[src/rtl/wb_commit.sv]
// wb_commit: writeback/commit stage owning HI/LO, CP0 exception/ERET commit and retire counting
module wb_commit #(
  parameter int BUS_WD   = 174,
  parameter int STALL_WD = 6
) (
  input  logic                clk,
  input  logic                rst,
  input  logic [STALL_WD-1:0] stall,
  input  logic [BUS_WD-1:0]   mem_to_wb_bus,
  output logic                rf_we,
  output logic [4:0]          rf_waddr,
  output logic [31:0]         rf_wdata,
  output logic [31:0]         hi_o,
  output logic [31:0]         lo_o,
  output logic                exc_valid,
  output logic [4:0]          exc_code,
  output logic [31:0]         exc_epc,
  output logic                exc_bd,
  output logic [31:0]         exc_badvaddr,
  output logic                eret_commit,
  output logic [31:0]         inst_retired,
  output logic [31:0]         debug_wb_pc,
  output logic [3:0]          debug_wb_rf_wen,
  output logic [4:0]          debug_wb_rf_wnum,
  output logic [31:0]         debug_wb_rf_wdata
);
  localparam logic [4:0] EXC_ADEL = 5'h04;
  localparam logic [4:0] EXC_ADES = 5'h05;
  localparam logic [4:0] EXC_ERET = 5'h0e;

  logic [BUS_WD-1:0] bus_q, bus_d;
  logic              valid_q, valid_d, done_q, done_d;
  logic [31:0]       hi_q, hi_d, lo_q, lo_d, cnt_q, cnt_d;
  logic              bubble, load, is_eret, exc, live, clean;
  logic              unused;

  logic [31:0] badv, lo_wdata, hi_wdata, pc;
  logic [4:0]  et;
  logic        ds, lo_we, hi_we, we_f;

  assign badv     = bus_q[173:142];
  assign ds       = bus_q[141];
  assign et       = bus_q[140:136];
  assign lo_we    = bus_q[135];
  assign lo_wdata = bus_q[134:103];
  assign hi_we    = bus_q[102];
  assign hi_wdata = bus_q[101:70];
  assign pc       = bus_q[69:38];
  assign we_f     = bus_q[37];
  assign unused   = ^stall[3:0];

  // done_q marks that a held instruction already presented its one-shot strobes and retire
  always_comb begin
    bubble  = stall[4] & ~stall[5];
    load    = ~stall[4];
    bus_d   = bubble ? '0 : load ? mem_to_wb_bus : bus_q;
    valid_d = bubble ? 1'b0 : load ? |mem_to_wb_bus[69:38] : valid_q;
    done_d  = ~(bubble | load);
    is_eret = valid_q & (et == EXC_ERET);
    exc     = valid_q & (|et) & ~is_eret;
    live    = valid_q & ~done_q;
    clean   = valid_q & ~exc & ~is_eret;
    hi_d    = (clean & hi_we) ? hi_wdata : hi_q;
    lo_d    = (clean & lo_we) ? lo_wdata : lo_q;
    cnt_d   = (live & ~exc) ? cnt_q + 32'd1 : cnt_q;
  end

  // WB pipeline register, architectural HI/LO and retire counter
  always_ff @(posedge clk or negedge rst) begin
    if (!rst) begin
      bus_q   <= '0;
      valid_q <= 1'b0;
      done_q  <= 1'b0;
      hi_q    <= '0;
      lo_q    <= '0;
      cnt_q   <= '0;
    end else begin
      bus_q   <= bus_d;
      valid_q <= valid_d;
      done_q  <= done_d;
      hi_q    <= hi_d;
      lo_q    <= lo_d;
      cnt_q   <= cnt_d;
    end
  end

  // register-file, CP0 commit record and trace outputs
  always_comb begin
    rf_we             = clean & we_f & (|bus_q[36:32]);
    rf_waddr          = bus_q[36:32];
    rf_wdata          = bus_q[31:0];
    hi_o              = hi_q;
    lo_o              = lo_q;
    exc_valid         = live & exc;
    exc_code          = exc_valid ? et : 5'd0;
    exc_epc           = exc_valid ? (ds ? pc - 32'd4 : pc) : 32'd0;
    exc_bd            = exc_valid & ds;
    exc_badvaddr      = (exc_valid & (et == EXC_ADEL || et == EXC_ADES)) ? badv : 32'd0;
    eret_commit       = live & is_eret;
    inst_retired      = cnt_q;
    debug_wb_pc       = valid_q ? pc : 32'd0;
    debug_wb_rf_wen   = {4{rf_we}};
    debug_wb_rf_wnum  = rf_waddr;
    debug_wb_rf_wdata = rf_wdata;
  end
endmodule

[config.mk]
export PLATFORM = sky130hd
export DESIGN_NAME = wb_commit
export DESIGN_NICKNAME = d
export VERILOG_FILES = /design/src/rtl/wb_commit.sv
export SDC_FILE = /design/constraint.sdc
export NUM_CORES = 1
export LEC_CHECK = 0
export BUFFER_PORTS_ARGS = -buffer_cell sky130_fd_sc_hd__buf_4
export CAP_MARGIN = 5
export CORE_MARGIN = 2
export CORE_UTILIZATION = 40
export DETAILED_ROUTE_END_ITERATION = 7
export MAX_ROUTING_LAYER = met4
export PLACE_DENSITY = 0.71
export SETUP_SLACK_MARGIN = 0.05
export SLEW_MARGIN = 20
export SYNTH_ARGS = -nofsm -noshare
export SYNTH_HDL_FRONTEND = slang
export SYNTH_SLANG_ARGS = --single-unit
[constraint.sdc]
create_clock -name clk -period 2.83 [get_ports clk]
set_input_delay 0.283 -clock clk [delete_from_list [all_inputs] [get_ports clk]]
set_output_delay 0.283 -clock clk [all_outputs]
set_load 0.05 [all_outputs]
Word level (Yosys, flattened, before mapping)
Index checks and enable logic that the tools add are counted.
{"block": "totals", "register_bits": 272, "inputBits": 182, "wordCells": 48}
{"block": "classes", "add_sub_neg": 2, "eq_ne": 4, "muxes": 9, "n_bitwise": 23, "reduce_logical": 4}
{"operator": "two-way mux 174 bit", "count": 2}
{"operator": "two-way mux 32 bit", "count": 4}
{"operator": "adder 32 x 1 -> 32 bit (second input constant)", "count": 1}
{"operator": "OR reduction 32 bit", "count": 1}
{"operator": "subtractor 32 x 3 -> 32 bit (second input constant)", "count": 1}
{"operator": "AND 1 bit", "count": 16}
{"operator": "== test 5 x 3 -> 1 bit (second input constant)", "count": 2}
{"operator": "OR reduction 5 bit", "count": 2}
{"operator": "inverter 1 bit", "count": 6}
{"operator": "== test 5 x 4 -> 1 bit (second input constant)", "count": 1}
{"operator": "two-way mux 5 bit", "count": 1}
{"operator": "two-way mux 1 bit", "count": 2}
{"operator": "!= test 2 x 1 -> 1 bit (second input constant)", "count": 1}
{"operator": "logical OR 1 bit", "count": 1}
{"operator": "OR 1 bit", "count": 1}

Logic depth before layout (Yosys ltp)
Gate-level depths: netlist of the first run.
{"block": "depth", "ltp_word": 9, "ltp_mapped": 7}

Least setup slack after synthesis of the first run
Ideal clock, no wire load.
{"block": "synth_path", "path_type": "reg-to-output", "from": "register bus_q[44]", "to": "output port exc_epc[15]", "arrival_time_ns": 2.663, "required_ns": 2.547, "setup_slack_ns": -0.116, "path_stages_with_launch": 6, "path_buffers": 1, "path_cell_list": "dfrtp_1 > or4b_4 > or3_4 > buf_6 > or4_1 > a21oi_1"}
{"block": "synth_via", "elab_chain_len": 3}
{"item": "start: declaration", "line_no": "31", "rtl": "logic [BUS_WD-1:0] bus_q, bus_d;"}
{"item": "start signal: assignment", "line_no": "78", "rtl": "bus_q <= bus_d;"}
{"item": "subtractor 32 x 3 -> 32 bit", "line_no": "96", "rtl": "exc_epc = exc_valid ? (ds ? pc - 32'd4 : pc) : 32'd0;"}
{"item": "two-way mux 32 bit (2 in a row)", "line_no": "96"}
{"item": "end: declaration", "line_no": "17", "rtl": "output logic [31:0] exc_epc,"}
Every way passes these cells.

Final worst setup path of the first run
{"block": "layout_path", "from": "register bus_q[43]", "to": "output port exc_epc[28]"}
Same word-level chain as after synthesis.

==> results of run 1 <==
worst max path at each step:
stage | from | to | slack (ns)
after floorplan | bus_q[139] | exc_epc[24] | 0.03
after global placement | bus_q[44] | exc_epc[25] | 0.09
after detailed placement | bus_q[44] | exc_epc[25] | 0.1
after CTS | bus_q[43] | exc_epc[15] | -0.22
after global routing | bus_q[43] | exc_epc[25] | -0.23
final | bus_q[43] | exc_epc[28] | -0.16
cells by family after synthesis:
group	count (synthesis)	synth area share (%)
simple gates	407	16.7
buf+inv	334	12.2
flops	272	53.3
compound gates	217	8.96
mux	68	5.97
xor+xnor	38	2.61
fa+ha+maj	2	0.196
synthesized netlist by cell type (12+ instances only):
cell,count
sky130_fd_sc_hd__dfrtp_1,272
sky130_fd_sc_hd__inv_1,184
sky130_fd_sc_hd__o21ai_0,179
sky130_fd_sc_hd__nand2_1,128
sky130_fd_sc_hd__nand3_1,81
sky130_fd_sc_hd__buf_4,78
sky130_fd_sc_hd__and2_1,74
sky130_fd_sc_hd__mux2_2,65
sky130_fd_sc_hd__clkbuf_1,57
sky130_fd_sc_hd__nor4_1,29
sky130_fd_sc_hd__xor2_1,27
sky130_fd_sc_hd__nor2_1,22
sky130_fd_sc_hd__a21oi_1,18
sky130_fd_sc_hd__or4_1,14
sky130_fd_sc_hd__nor3_1,13
sky130_fd_sc_hd__o31ai_1,13
sky130_fd_sc_hd__buf_1,12
area by class of cell:
class / instances / area, um^2 / share of cell area, %
Clock buffer: 40 / 827 / 4.25
Sequential cell: 272 / 6820 / 35.0
Clock inverter: 11 / 170 / 0.873
Tap cell: 402 / 503 / 2.58
Timing Repair Buffer: 677 / 5710 / 29.3
Inverter: 184 / 691 / 3.55
Antenna cell: 1 / 2.50 / 0.0128
Multi-Input combinational cell: 734 / 4760 / 24.4
per-layer routing:
metal | vias up | routed length, um
met1 | 5650 | 16200
met3 | 98 | 2790
met4 | 0 | 1300
met5 | - | 0
met2 | 472 | 20900
li1 | 5419 | -
report_power, final:
group | total, mW | switching [mW] | leakage, nW | internal (mW)
Sequential | 4.73 | 0.352 | 3.48 | 4.37
Combinational | 3.87 | 2.53 | 5.81 | 1.34
Clock | 3.97 | 1.57 | 0.496 | 2.40
Total | 12.6 | 4.45 | 9.79 | 8.11
worst register-to-register path, stage by stage (launching register included):
cell,delay [ns]
sky130_fd_sc_hd__dfrtp_1,0.46
sky130_fd_sc_hd__o21bai_1,0.25
sky130_fd_sc_hd__nand4_1,0.65
sky130_fd_sc_hd__nor4_1,0.58
sky130_fd_sc_hd__xor2_1,0.19
through the flow:
stage	utilization [%]	total power, mW
after floorplan	-	7.07
after global placement	51.4	8.28
after detailed placement	51.4	8.34
after CTS	60.5	12.6
after global routing	61.9	13.0
final	61.9	12.6
what timing repair did:
item / CTS / global route
setup endpoints to repair: 23 / 23
gates cloned: 2 / 2
pin swaps: 14 / 19
hold endpoints to repair: 229 / 0
resized for setup: 37 / 51
buffers inserted: 3 / 19
hold buffers: 168 / 0
registers in the layout, summed over array words and instances, names as in the netlist:
| name | count |
|---|---|
| bus_q | 174 |
| hi_o | 32 |
| inst_retired | 32 |
| lo_o | 32 |
| done_q | 1 |
| valid_q | 1 |
==> flow_summary.rst, run 1 <==
.. list-table::
   :header-rows: 1

   * - Metric
     - Value
   * - Post-route minimum period
     - 2.99 ns
   * - Initial detailed-routing violation count
     - 692
   * - CTS tree
     - yes
   * - Crit path top cell by count
     - sky130_fd_sc_hd__buf_4
   * - DIE WIDTH
     - 183 um
   * - Tot GR Track Use
     - 24.3%
   * - Worst EP required
     - 2.55 ns
   * - Routing usage on met3
     - 4.57%
   * - Clk buf depth
     - 3
   * - Run status
     - finished with violations
   * - Vias in the first global route
     - 11.6k
   * - Final hold violations
     - 0
   * - Stage delay of the slowest cell on the critical path
     - 0.55 ns
   * - Final-report max-slew violation count
     - 0
   * - Final non-filler cell area
     - 0.0195 mm^2
   * - Setup ws final
     - -0.157 ns
   * - Final worst path period share
     - 106%
   * - Total clock buffers created by CTS
     - 29
   * - Total number of vias
     - 11.6k
   * - Height of the die
     - 183 um
   * - Congestion Overflow GR
     - 0
   * - Reported max-cap violation count
     - 0
   * - Critical path, cell by cell
     - buf_4 > nor4b_4 > buf_4 > nand4b_1 > or4_4 > a21oi_4 > buf_6
   * - M1 GR Usage
     - 29.3%
   * - Post-detailed-route count of antenna-violating nets
     - 0
   * - Critical path's top delay family
     - simple AND/OR/NAND/NOR gates
   * - Later-pin clock latency in the skew report
     - 0.56 ns
   * - Worst Hold Endpoint
     - bus_q[51]
   * - Maximum number of pins on one net before global-route repair
     - 244
   * - Number of fill cells
     - 2449
   * - Commonest cells after routing, fill and taps aside
     - sky130_fd_sc_hd__buf_4 (475), sky130_fd_sc_hd__dfrtp_1 (264), sky130_fd_sc_hd__inv_1 (184), sky130_fd_sc_hd__o21ai_0 (179), sky130_fd_sc_hd__dlygate4sd3_1 (168)
   * - Seq/Total Area, Yosys
     - 53.3%
   * - Total Die Area
     - 0.0333 mm^2
   * - Total of flip-flops plus latches after synthesis
     - 272
   * - Mean area per synthesized cell
     - 9.54 um^2
   * - WHS
     - 0.0293 ns
   * - Portion of synthesized cell area occupied by the leading cell type
     - 53.3%
   * - WP data arrival
     - 2.70 ns
   * - Rows
     - 65
   * - Syn Std Cell Area
     - 0.0128 mm^2
   * - Layer carrying the most global-route usage
     - met2
   * - Routability congestion estimate from global placement
     - 0.929
   * - Launch point of the worst reg-to-reg path
     - bus_q[138]
   * - Worst-case vdd ir drop
     - 0.000598 V
   * - Number of antenna violations at the first check in global routing
     - 1
   * - Post-Route WL
     - 41200 um
   * - Unrepaired setup endpoints after global routing
     - true
   * - Count of clock tree sinks
     - 272
   * - Count of TritonRoute iterations in the first routing pass
     - 5
   * - Worst setup path category
     - reg -> out
   * - Startpoint of the tightest hold check path
     - mem_to_wb_bus[51]
   * - Cell type with the largest total area after synthesis
     - sky130_fd_sc_hd__dfrtp_1
   * - Largest fanout of any net on the critical path
     - 3
   * - Worst-case clock skew
     - 0.0103 ns
   * - Transition time of the tightest slew-check pin
     - 0.952 ns
   * - Slack of the worst reg-to-reg path
     - 0.62 ns
   * - DRC Markers
     - 0
   * - Vias per Instance
     - 5.01
   * - Clock transition at the registers of the reported paths
     - 0.06 ns
   * - Final standard cell count with taps included and fillers excluded
     - 2321
   * - Net total in the final layout
     - 2082
   * - Most common cell after layout, fill and taps aside
     - sky130_fd_sc_hd__buf_4
   * - Ratio of cells with drive above 1 in the final layout
     - 36.0%
   * - DPL Wire Length
     - 26300 um
   * - Top-level I/O count
     - 461
   * - IO buf count
     - 456
   * - Yosys warns
     - 0
   * - Placed standard-cell area
     - 0.0162 mm^2
   * - Register-to-Register Path Depth
     - 4
   * - Worst slew margin
     - 36.5%
   * - Global-route wire length before repair
     - 63100 um
   * - Count of H-tree levels built during CTS
     - 1
   * - Post-DR wirelength/cell
     - 17.7 um
   * - CP Buf/Inv Count
     - 3
   * - Synth Net Count
     - 1522
   * - Worst setup slack after placement
     - 0.0954 ns
   * - Worst reg2reg path endpoint
     - inst_retired[8]
   * - Maximum operating frequency
     - 0.335 GHz
   * - Pwr Density
     - 645 mW/mm^2
   * - Instance count of the mapped netlist
     - 1338
   * - Placed Cells incl. Taps
     - 2075
   * - Failing checks
     - negative setup slack
   * - Relative area change from synthesis to final layout
     - 52.7%
   * - Worst-path cell with the longest stage delay
     - sky130_fd_sc_hd__or4_4
   * - CORE AREA
     - 0.0315 mm^2
   * - Clock Tree Root
     - sky130_fd_sc_hd__clkbuf_16
   * - Effective utilization at floorplan
     - 40.5%
   * - Endpoints failing setup
     - 19
   * - Cell depth of the worst min-delay path
     - 3
   * - Sort of element at the end of the critical path
     - output pin
   * - Leakage
     - 9.79 nW
   * - Category of the worst setup path launch point
     - register
   * - Total number of cells along the worst setup path
     - 7
   * - FFs w/ async S/R, synth
     - 100%
   * - Final TNS setup
     - -1.99 ns
   * - Yosys cell types
     - 46
   * - Type of the tightest min-delay check
     - in -> reg
   * - Top cells by area in the synthesized netlist
     - sky130_fd_sc_hd__dfrtp_1 (53%), sky130_fd_sc_hd__o21ai_0 (7.0%), sky130_fd_sc_hd__mux2_2 (5.7%), sky130_fd_sc_hd__inv_1 (5.4%), sky130_fd_sc_hd__buf_4 (4.6%)
   * - Leading register cell type out of synthesis
     - sky130_fd_sc_hd__dfrtp_1
   * - Met2 Track Usage GR
     - 41.6%
   * - EDFF count, synth
     - 0
No activity file was read; power rests on OpenSTA's default activity.
==> run 2, diff against run 1 <==
- PLACE_DENSITY: 0.71 -> 0.63
==> flow_summary.rst, run 2 (synthesized netlist as in run 1, its figures left out) <==
.. list-table::
   :header-rows: 1

   * - Metric
     - Value
   * - Run status
     - finished with violations (unchanged)
   * - Failing checks
     - negative setup slack (unchanged)
   * - Startpoint of the tightest hold check path
     - mem_to_wb_bus[43] (was mem_to_wb_bus[51])
   * - Final hold violations
     - 0 (unchanged)
   * - Slack of the worst reg-to-reg path
     - 0.70 ns (was 0.62 ns)
   * - Final worst path period share
     - 106% (about the same)
   * - Commonest cells after routing, fill and taps aside
     - sky130_fd_sc_hd__buf_4 (479), sky130_fd_sc_hd__dfrtp_1 (266), sky130_fd_sc_hd__inv_1 (184), sky130_fd_sc_hd__o21ai_0 (177), sky130_fd_sc_hd__dlygate4sd3_1 (170) (was sky130_fd_sc_hd__buf_4 (475), sky130_fd_sc_hd__dfrtp_1 (264), sky130_fd_sc_hd__inv_1 (184), sky130_fd_sc_hd__o21ai_0 (179), sky130_fd_sc_hd__dlygate4sd3_1 (168))
   * - Number of flip-flops in the largest register
     - 174 (unchanged)
   * - WP data arrival
     - 2.72 ns (was 2.70 ns)
   * - Sort of element at the end of the critical path
     - output pin (unchanged)
   * - Maximum operating frequency
     - 0.333 GHz (was 0.335 GHz)
   * - Worst setup path category
     - reg -> out (unchanged)
   * - Global-route wire length before repair
     - 62300 um (was 63100 um)
   * - Ratio of cells with drive above 1 in the final layout
     - 35.1% (was 36.0%)
   * - Largest reg by FF count
     - bus_q (unchanged)
   * - Worst Hold Endpoint
     - bus_q[43] (was bus_q[51])
   * - Post-DR wirelength/cell
     - 17.3 um (was 17.7 um)
   * - Congestion Overflow GR
     - 0 (unchanged)
   * - Number of antenna violations at the first check in global routing
     - 3 (was 1)
   * - Maximum number of pins on one net before global-route repair
     - 244 (unchanged)
   * - Total number of vias
     - 11.5k (was 11.6k)
   * - Final-report max-slew violation count
     - 0 (unchanged)
   * - Count of TritonRoute iterations in the first routing pass
     - 5 (unchanged)
   * - Launch point of the worst reg-to-reg path
     - inst_retired[3] (was bus_q[138])
   * - Transition time of the tightest slew-check pin
     - 1.42 ns (was 0.952 ns)
   * - Count of H-tree levels built during CTS
     - 1 (unchanged)
   * - Total clock buffers created by CTS
     - 30 (was 29)
   * - IO buf count
     - 456 (unchanged)
   * - Relative area change from synthesis to final layout
     - 52.0% (was 52.7%)
   * - Effective utilization at floorplan
     - 40.5% (unchanged)
   * - CORE AREA
     - 0.0315 mm^2 (unchanged)
   * - Post-route minimum period
     - 3.00 ns (was 2.99 ns)
   * - Clock transition at the registers of the reported paths
     - 0.06 ns (about the same)
   * - DIE WIDTH
     - 183 um (unchanged)
   * - Final core utilization
     - 61.6% (was 61.9%)
   * - Largest fanout of any net on the critical path
     - 5 (was 3)
   * - Worst slew margin
     - 5.43% (was 36.5%)
   * - Top-level I/O count
     - 461 (unchanged)
   * - Worst-case vdd ir drop
     - 0.000536 V (was 0.000598 V)
   * - Initial detailed-routing violation count
     - 606 (was 692)
   * - Type of the tightest min-delay check
     - in -> reg (unchanged)
   * - Reported max-cap violation count
     - 0 (unchanged)
   * - Tot GR Track Use
     - 24.2% (was 24.3%)
   * - Unrepaired setup endpoints after global routing
     - true (unchanged)
   * - Pwr Density
     - 645 mW/mm^2 (about the same)
   * - DRC Markers
     - 0 (unchanged)
   * - Cell depth of the worst min-delay path
     - 3 (unchanged)
   * - Net total in the final layout
     - 2085 (was 2082)
   * - Vias per Instance
     - 4.95 (was 5.01)
   * - Rows
     - 65 (unchanged)
   * - Height of the die
     - 183 um (unchanged)
   * - DPL Wire Length
     - 26600 um (was 26300 um)
   * - Most common cell after layout, fill and taps aside
     - sky130_fd_sc_hd__buf_4 (unchanged)
   * - Worst reg2reg path endpoint
     - inst_retired[24] (was inst_retired[8])
   * - Leakage
     - 9.76 nW (was 9.79 nW)
   * - Later-pin clock latency in the skew report
     - 0.57 ns (was 0.56 ns)
   * - Total Die Area
     - 0.0333 mm^2 (unchanged)
   * - Clock Tree Root
     - sky130_fd_sc_hd__clkbuf_16 (unchanged)
   * - Category of the worst setup path launch point
     - register (unchanged)
   * - Worst-case clock skew
     - 0.0217 ns (was 0.0103 ns)
   * - Setup ws final
     - -0.169 ns (was -0.157 ns)
   * - CTS tree
     - yes (unchanged)
   * - Register-to-Register Path Depth
     - 4 (unchanged)
   * - Placed standard-cell area
     - 0.0161 mm^2 (was 0.0162 mm^2)
   * - Clk buf depth
     - 3 (unchanged)
   * - Post-detailed-route count of antenna-violating nets
     - 0 (unchanged)
   * - Endpoints failing setup
     - 16 (was 19)
   * - Worst EP required
     - 2.55 ns (about the same)
   * - Count of clock tree sinks
     - 272 (unchanged)
   * - Vias in the first global route
     - 11.6k (about the same)
   * - Final non-filler cell area
     - 0.0194 mm^2 (was 0.0195 mm^2)
   * - Post-Route WL
     - 40300 um (was 41200 um)
   * - Routability congestion estimate from global placement
     - 0.898 (was 0.929)
==> run 2: cell count changes in the layout (fill, tap and decap cells not counted), sizes merged <==
cell         before  now
clkinv            6    8
clkinvlp          0    2
diode             1    3
dlygate4sd3     168  170
buf             507  508
bufinv            4    3
inv             185  184
or3              10   11
==> run 2: stage by stage <==
stage / worst slack, ns / std cells / setup TNS [ns] / power (mW) / hold WS (ns)
6_report: -0.169 / 2329 / -1.30 / 12.5 / 0.0174
5_1_grt: -0.226 / 2329 / -3.24 / 13.1 / 0.0128
4_1_cts: -0.195 / 2321 / -1.98 / 12.6 / 0.00521
3_5_place_dp: 0.151 / 2073 / 0 / 8.34 / 0.251
3_3_place_gp: 0.149 / 2073 / 0 / 8.29 / 0.256
2_1_floorplan: 0.0320 / 1338 / 0 / 7.07 / -0.0126
==> run 2: critical path, stage by stage (launching register included) <==
cell and delay [ns]:
sky130_fd_sc_hd__dfrtp_1 0.38, sky130_fd_sc_hd__or4b_4 0.58, sky130_fd_sc_hd__or3_4 0.39, sky130_fd_sc_hd__or4_4 0.45
sky130_fd_sc_hd__a21oi_4 0.19, sky130_fd_sc_hd__buf_6 0.19
==> run 2: worst max path at each step <==
stage	from	to	depth (start not counted)
finish	bus_q[42]	exc_epc[29]	5
CTS	bus_q[42]	exc_epc[29]	5
floorplan	bus_q[139]	exc_epc[24]	7
detailed placement	bus_q[44]	exc_epc[29]	5
global placement	bus_q[44]	exc_epc[29]	5
global route	bus_q[42]	exc_epc[29]	5
==> run 2: area by class of cell <==
class | count | area [um^2]
antenna | 3 | 7.51
inverter | 184 | 691
clock buffer | 42 | 846
sequential | 272 | 6810
tap | 402 | 503
timing repair buffer | 678 | 5680
multi-input combinational | 735 | 4680
fill | 2588 | 12100
clock inverter | 13 | 174
==> run 2: routing by layer <==
layer	up-vias	GRT usage, %	share of wire, %
met5	-	-	0
met4	0	9.39	4.1
met3	98	5.11	7.2
met2	462	39.8	49
met1	5521	29.2	40
li1	5439	-	-
==> run 2: power breakdown <==
part / switching (mW) / internal [mW]
clock network: 1.60 / 2.36
logic: 2.51 / 1.33
registers: 0.333 / 4.37
total: 4.45 / 8.07
==> run 2: timing repair <==
| item | in CTS | in global routing |
|---|---|---|
| hold buffers | 170 | 0 |
| setup buffers | 19 | 6 |
| cloned | 4 | 0 |
| resized for setup | 44 | 24 |
| pin swaps | 20 | 8 |
| endpoints found under the setup margin | 22 | 23 |
| endpoints found under the hold margin | 224 | 0 |
==> run 3, diff against run 2 <==
- ABC_AREA: not set -> 1
- PLACE_DENSITY: 0.63 -> 0.62
==> flow_summary.rst, run 3 <==
.. list-table::
   :header-rows: 1

   * - Metric
     - Value
   * - Run status
     - finished clean (was finished with violations)
   * - Instance count of the mapped netlist
     - 1596 (was 1338)
   * - Congestion Overflow GR
     - 0 (unchanged)
   * - Post-DR wirelength/cell
     - 17.2 um (was 17.3 um)
   * - Crit path top cell by count
     - sky130_fd_sc_hd__buf_4
   * - Largest fanout of any net on the critical path
     - 7 (was 5)
   * - Portion of total power attributed to combinational logic
     - 29.2% (was 30.7%)
   * - DRC Markers
     - 0 (unchanged)
   * - Critical path, cell by cell
     - inv_1 > nor2_4 > nand3_4 > nor3_4 > buf_4 > nor2_1 > nor3_1 > buf_4 (was or4b_4 > or3_4 > or4_4 > a21oi_4 > buf_6)
   * - Launch point of the worst reg-to-reg path
     - valid_q (was inst_retired[3])
   * - Worst-case clock skew
     - 0.00914 ns (was 0.0217 ns)
   * - Ratio of cells with drive above 1 in the final layout
     - 27.6% (was 35.1%)
   * - Total number of vias
     - 12.4k (was 11.5k)
   * - Most instantiated library cell after synthesis
     - sky130_fd_sc_hd__nand2_1 (was sky130_fd_sc_hd__dfrtp_1)
   * - Later-pin clock latency in the skew report
     - 0.56 ns (was 0.57 ns)
   * - Post-route minimum period
     - 2.64 ns (was 3.00 ns)
   * - Register-to-Register Path Depth
     - 8 (was 4)
   * - Maximum number of pins on one net before global-route repair
     - 128 (was 244)
   * - Effective utilization at floorplan
     - 40.3% (was 40.5%)
   * - Rows
     - 66 (was 65)
   * - Final-report max-slew violation count
     - 0 (unchanged)
   * - Top cells by area in the synthesized netlist
     - sky130_fd_sc_hd__dfrtp_1 (52%), sky130_fd_sc_hd__nand2_1 (12%), sky130_fd_sc_hd__inv_1 (6.7%), sky130_fd_sc_hd__o21ai_0 (5.2%), sky130_fd_sc_hd__buf_4 (4.7%) (was sky130_fd_sc_hd__dfrtp_1 (53%), sky130_fd_sc_hd__o21ai_0 (7.0%), sky130_fd_sc_hd__mux2_2 (5.7%), sky130_fd_sc_hd__inv_1 (5.4%), sky130_fd_sc_hd__buf_4 (4.6%))
   * - Unrepaired setup endpoints after global routing
     - true (unchanged)
   * - Relative area change from synthesis to final layout
     - 46.3% (was 52.0%)
   * - Syn Std Cell Area
     - 0.0131 mm^2 (was 0.0128 mm^2)
   * - Vias in the first global route
     - 12.2k (was 11.6k)
   * - Worst Setup EP
     - exc_epc[15] (was exc_epc[29])
   * - Count of clock tree sinks
     - 272 (unchanged)
   * - Sort of element at the end of the critical path
     - output pin (unchanged)
   * - Number of fill cells
     - 2861 (was 2588)
   * - Final TNS setup
     - 0 ns (was -1.30 ns)
   * - EDFF count, synth
     - 0 (unchanged)
   * - Leakage
     - 9.81 nW (was 9.76 nW)
   * - DIE WIDTH
     - 185 um (was 183 um)
   * - FFs w/ async S/R, synth
     - 100% (unchanged)
   * - Routability congestion estimate from global placement
     - 0.930 (was 0.898)
   * - Worst-path cell with the longest stage delay
     - sky130_fd_sc_hd__dfrtp_1 (was sky130_fd_sc_hd__or4b_4)
   * - Count of H-tree levels built during CTS
     - 1 (unchanged)
   * - Worst setup startpoint
     - bus_q[141] (was bus_q[42])
   * - Worst setup slack after placement
     - 0.518 ns (was 0.151 ns)
   * - Clock transition at the registers of the reported paths
     - 0.06 ns (about the same)
   * - Type of the tightest min-delay check
     - in -> reg (unchanged)
   * - Worst setup path category
     - reg -> out (unchanged)
   * - Initial detailed-routing violation count
     - 781 (was 606)
   * - Number of flip-flops in the largest register
     - 174 (unchanged)
   * - Sw Ratio
     - 35.7% (was 35.6%)
   * - WHS
     - 0.0199 ns (was 0.0174 ns)
   * - Stage delay of the slowest cell on the critical path
     - 0.38 ns (was 0.58 ns)
   * - Worst reg2reg path endpoint
     - hi_o[9] (was inst_retired[24])
   * - Vias per Instance
     - 4.81 (was 4.95)
   * - Total clock buffers created by CTS
     - 31 (was 30)
   * - Count of TritonRoute iterations in the first routing pass
     - 6 (was 5)
   * - Maximum operating frequency
     - 0.379 GHz (was 0.333 GHz)
   * - Global-route wire length before repair
     - 68200 um (was 62300 um)
   * - IO buf count
     - 456 (unchanged)
   * - Portion of synthesized cell area occupied by the leading cell type
     - 52.1% (was 53.3%)
   * - Post-detailed-route count of antenna-violating nets
     - 0 (unchanged)
   * - Leading register cell type out of synthesis
     - sky130_fd_sc_hd__dfrtp_1 (unchanged)
   * - Final hold violations
     - 0 (unchanged)
   * - Cell depth of the worst min-delay path
     - 3 (unchanged)
   * - Endpoints failing setup
     - 0 (was 16)
   * - CORE AREA
     - 0.0324 mm^2 (was 0.0315 mm^2)
   * - Worst slew margin
     - 51.5% (was 5.43%)
   * - Commonest cells after routing, fill and taps aside
     - sky130_fd_sc_hd__buf_4 (465), sky130_fd_sc_hd__nand2_1 (401), sky130_fd_sc_hd__dfrtp_1 (272), sky130_fd_sc_hd__inv_1 (228), sky130_fd_sc_hd__dlygate4sd3_1 (153) (was sky130_fd_sc_hd__buf_4 (479), sky130_fd_sc_hd__dfrtp_1 (266), sky130_fd_sc_hd__inv_1 (184), sky130_fd_sc_hd__o21ai_0 (177), sky130_fd_sc_hd__dlygate4sd3_1 (170))
   * - Setup ws final
     - 0.193 ns (was -0.169 ns)
   * - Tot GR Track Use
     - 26.4% (was 24.2%)
   * - Internal power component
     - 8.16 mW (was 8.07 mW)
   * - Clock Tree Root
     - sky130_fd_sc_hd__clkbuf_16 (unchanged)
   * - Top-level I/O count
     - 461 (unchanged)
   * - Proportion of power drawn by the clock network
     - 33.7% (was 31.7%)
   * - Total of flip-flops plus latches after synthesis
     - 272 (unchanged)
   * - Power spent charging and discharging nets
     - 4.52 mW (was 4.45 mW)
   * - Transition time of the tightest slew-check pin
     - 0.727 ns (was 1.42 ns)
   * - CTS tree
     - yes (unchanged)
   * - Relative contribution of sequential cells to total power
     - 37.0% (was 37.6%)
   * - Total Die Area
     - 0.0341 mm^2 (was 0.0333 mm^2)
   * - Synth Net Count
     - 1780 (was 1522)
   * - Height of the die
     - 185 um (was 183 um)
   * - Cell type with the largest total area after synthesis
     - sky130_fd_sc_hd__dfrtp_1 (unchanged)
   * - Mean area per synthesized cell
     - 8.18 um^2 (was 9.54 um^2)
   * - Number of antenna violations at the first check in global routing
     - 3 (unchanged)
   * - WP data arrival
     - 2.35 ns (was 2.72 ns)
   * - Worst EP required
     - 2.55 ns (about the same)
   * - Clk buf depth
     - 3 (unchanged)
   * - Pwr Density
     - 664 mW/mm^2 (was 645 mW/mm^2)
   * - Most common cell after layout, fill and taps aside
     - sky130_fd_sc_hd__buf_4 (unchanged)
   * - Net total in the final layout
     - 2299 (was 2085)
   * - Yosys cell types
     - 35 (was 46)
   * - Seq/Total Area, Yosys
     - 52.1% (was 53.3%)
   * - Category of the worst setup path launch point
     - register (unchanged)
   * - Largest reg by FF count
     - bus_q (unchanged)
   * - Final worst path period share
     - 93.2% (was 106%)
   * - Yosys warns
     - 0 (unchanged)
   * - Reported max-cap violation count
     - 0 (unchanged)
   * - Commonest cells post-synth
     - sky130_fd_sc_hd__nand2_1 (404), sky130_fd_sc_hd__dfrtp_1 (272), sky130_fd_sc_hd__inv_1 (232), sky130_fd_sc_hd__nor2_1 (154), sky130_fd_sc_hd__o21ai_0 (135) (was sky130_fd_sc_hd__dfrtp_1 (272), sky130_fd_sc_hd__inv_1 (184), sky130_fd_sc_hd__o21ai_0 (179), sky130_fd_sc_hd__nand2_1 (128), sky130_fd_sc_hd__nand3_1 (81))
   * - Post-Route WL
     - 44400 um (was 40300 um)
   * - DPL Wire Length
     - 30800 um (was 26600 um)
   * - Slack of the worst reg-to-reg path
     - 0.97 ns (was 0.70 ns)
   * - Worst-case vdd ir drop
     - 0.000496 V (was 0.000536 V)
run 3: final cells by class:
cell class                 count  area (um^2)  share of cell area, %
inverter                     239          902                   4.73
clock buffer                  45          938                   4.92
clock inverter                10          156                  0.819
sequential                   272         6810                   35.7
timing repair buffer         630         5200                   27.3
multi-input combinational    941         4520                   23.7
tap                          442          553                   2.90
antenna                        3         7.51                 0.0393
run 3: metal layers:
metal  wire (um)  vias up  GRT usage (%)
li1            -     5931              -
met2       20900      424           40.8
met1       19100     5961           35.2
met4        1400        0           8.25
met5           0        -              -
met3        2940       91           5.06
run 3: cell families (layout without fill, tap and decap cells):
logic type      after synthesis  in the layout  share of synthesized area [%]
xor+xnor                     18             18                           1.21
simple gates                650            650                           20.9
flops                       272            272                           52.1
buf+inv                     383            924                           13.8
fa+ha+maj                     2              2                          0.192
other cells                   0              3                              0
compound gates              271            271                           11.7
run 3: power groups by stage:
| stage | clock network, mW | logic, mW | registers [mW] |
|---|---|---|---|
| after CTS | 4.37 | 3.70 | 4.69 |
| after floorplan | 0 | 1.35 | 5.67 |
| after detailed placement | 0 | 3.50 | 4.74 |
| final | 4.28 | 3.71 | 4.70 |
| after global routing | 4.53 | 3.93 | 4.75 |
| after global placement | 0 | 3.47 | 4.74 |
run 3: repair_timing:
item / 4_1_cts / 5_1_grt
hold buffers: 153 / 0
gates resized for setup: 11 / 17
endpoints found under the setup margin: 6 / 11
buffers inserted: 0 / 5
pin swaps: 1 / 5
gates cloned: 0 / 0
hold endpoints to repair: 230 / 0
run 3: how the worst min path moves through the flow:
stage,startpoint,to,slack [ns]
floorplan,rst,bus_q[0],-0.01
global placement,rst,bus_q[60],0.35
detailed placement,rst,bus_q[62],0.35
CTS,mem_to_wb_bus[49],bus_q[49],0.0009
global route,mem_to_wb_bus[49],bus_q[49],0.01
finish,mem_to_wb_bus[49],bus_q[49],0.02
run 3: worst max-delay path: cells and delay by family, from the launching register on:
kind / cells / cell delay (ns)
buf+inv: 3 / 0.54
flops: 1 / 0.38
simple gates: 5 / 0.88
run 3: through the flow:
step	total power [mW]	util (%)	cells	cell area, um^2
detailed placement	8.25	50.4	2366	16300
floorplan	7.02	-	1596	13100
global route	13.2	59.0	2582	19100
CTS	12.8	58.7	2574	19000
global placement	8.20	50.4	2366	16300
finish	12.7	59.0	2582	19100
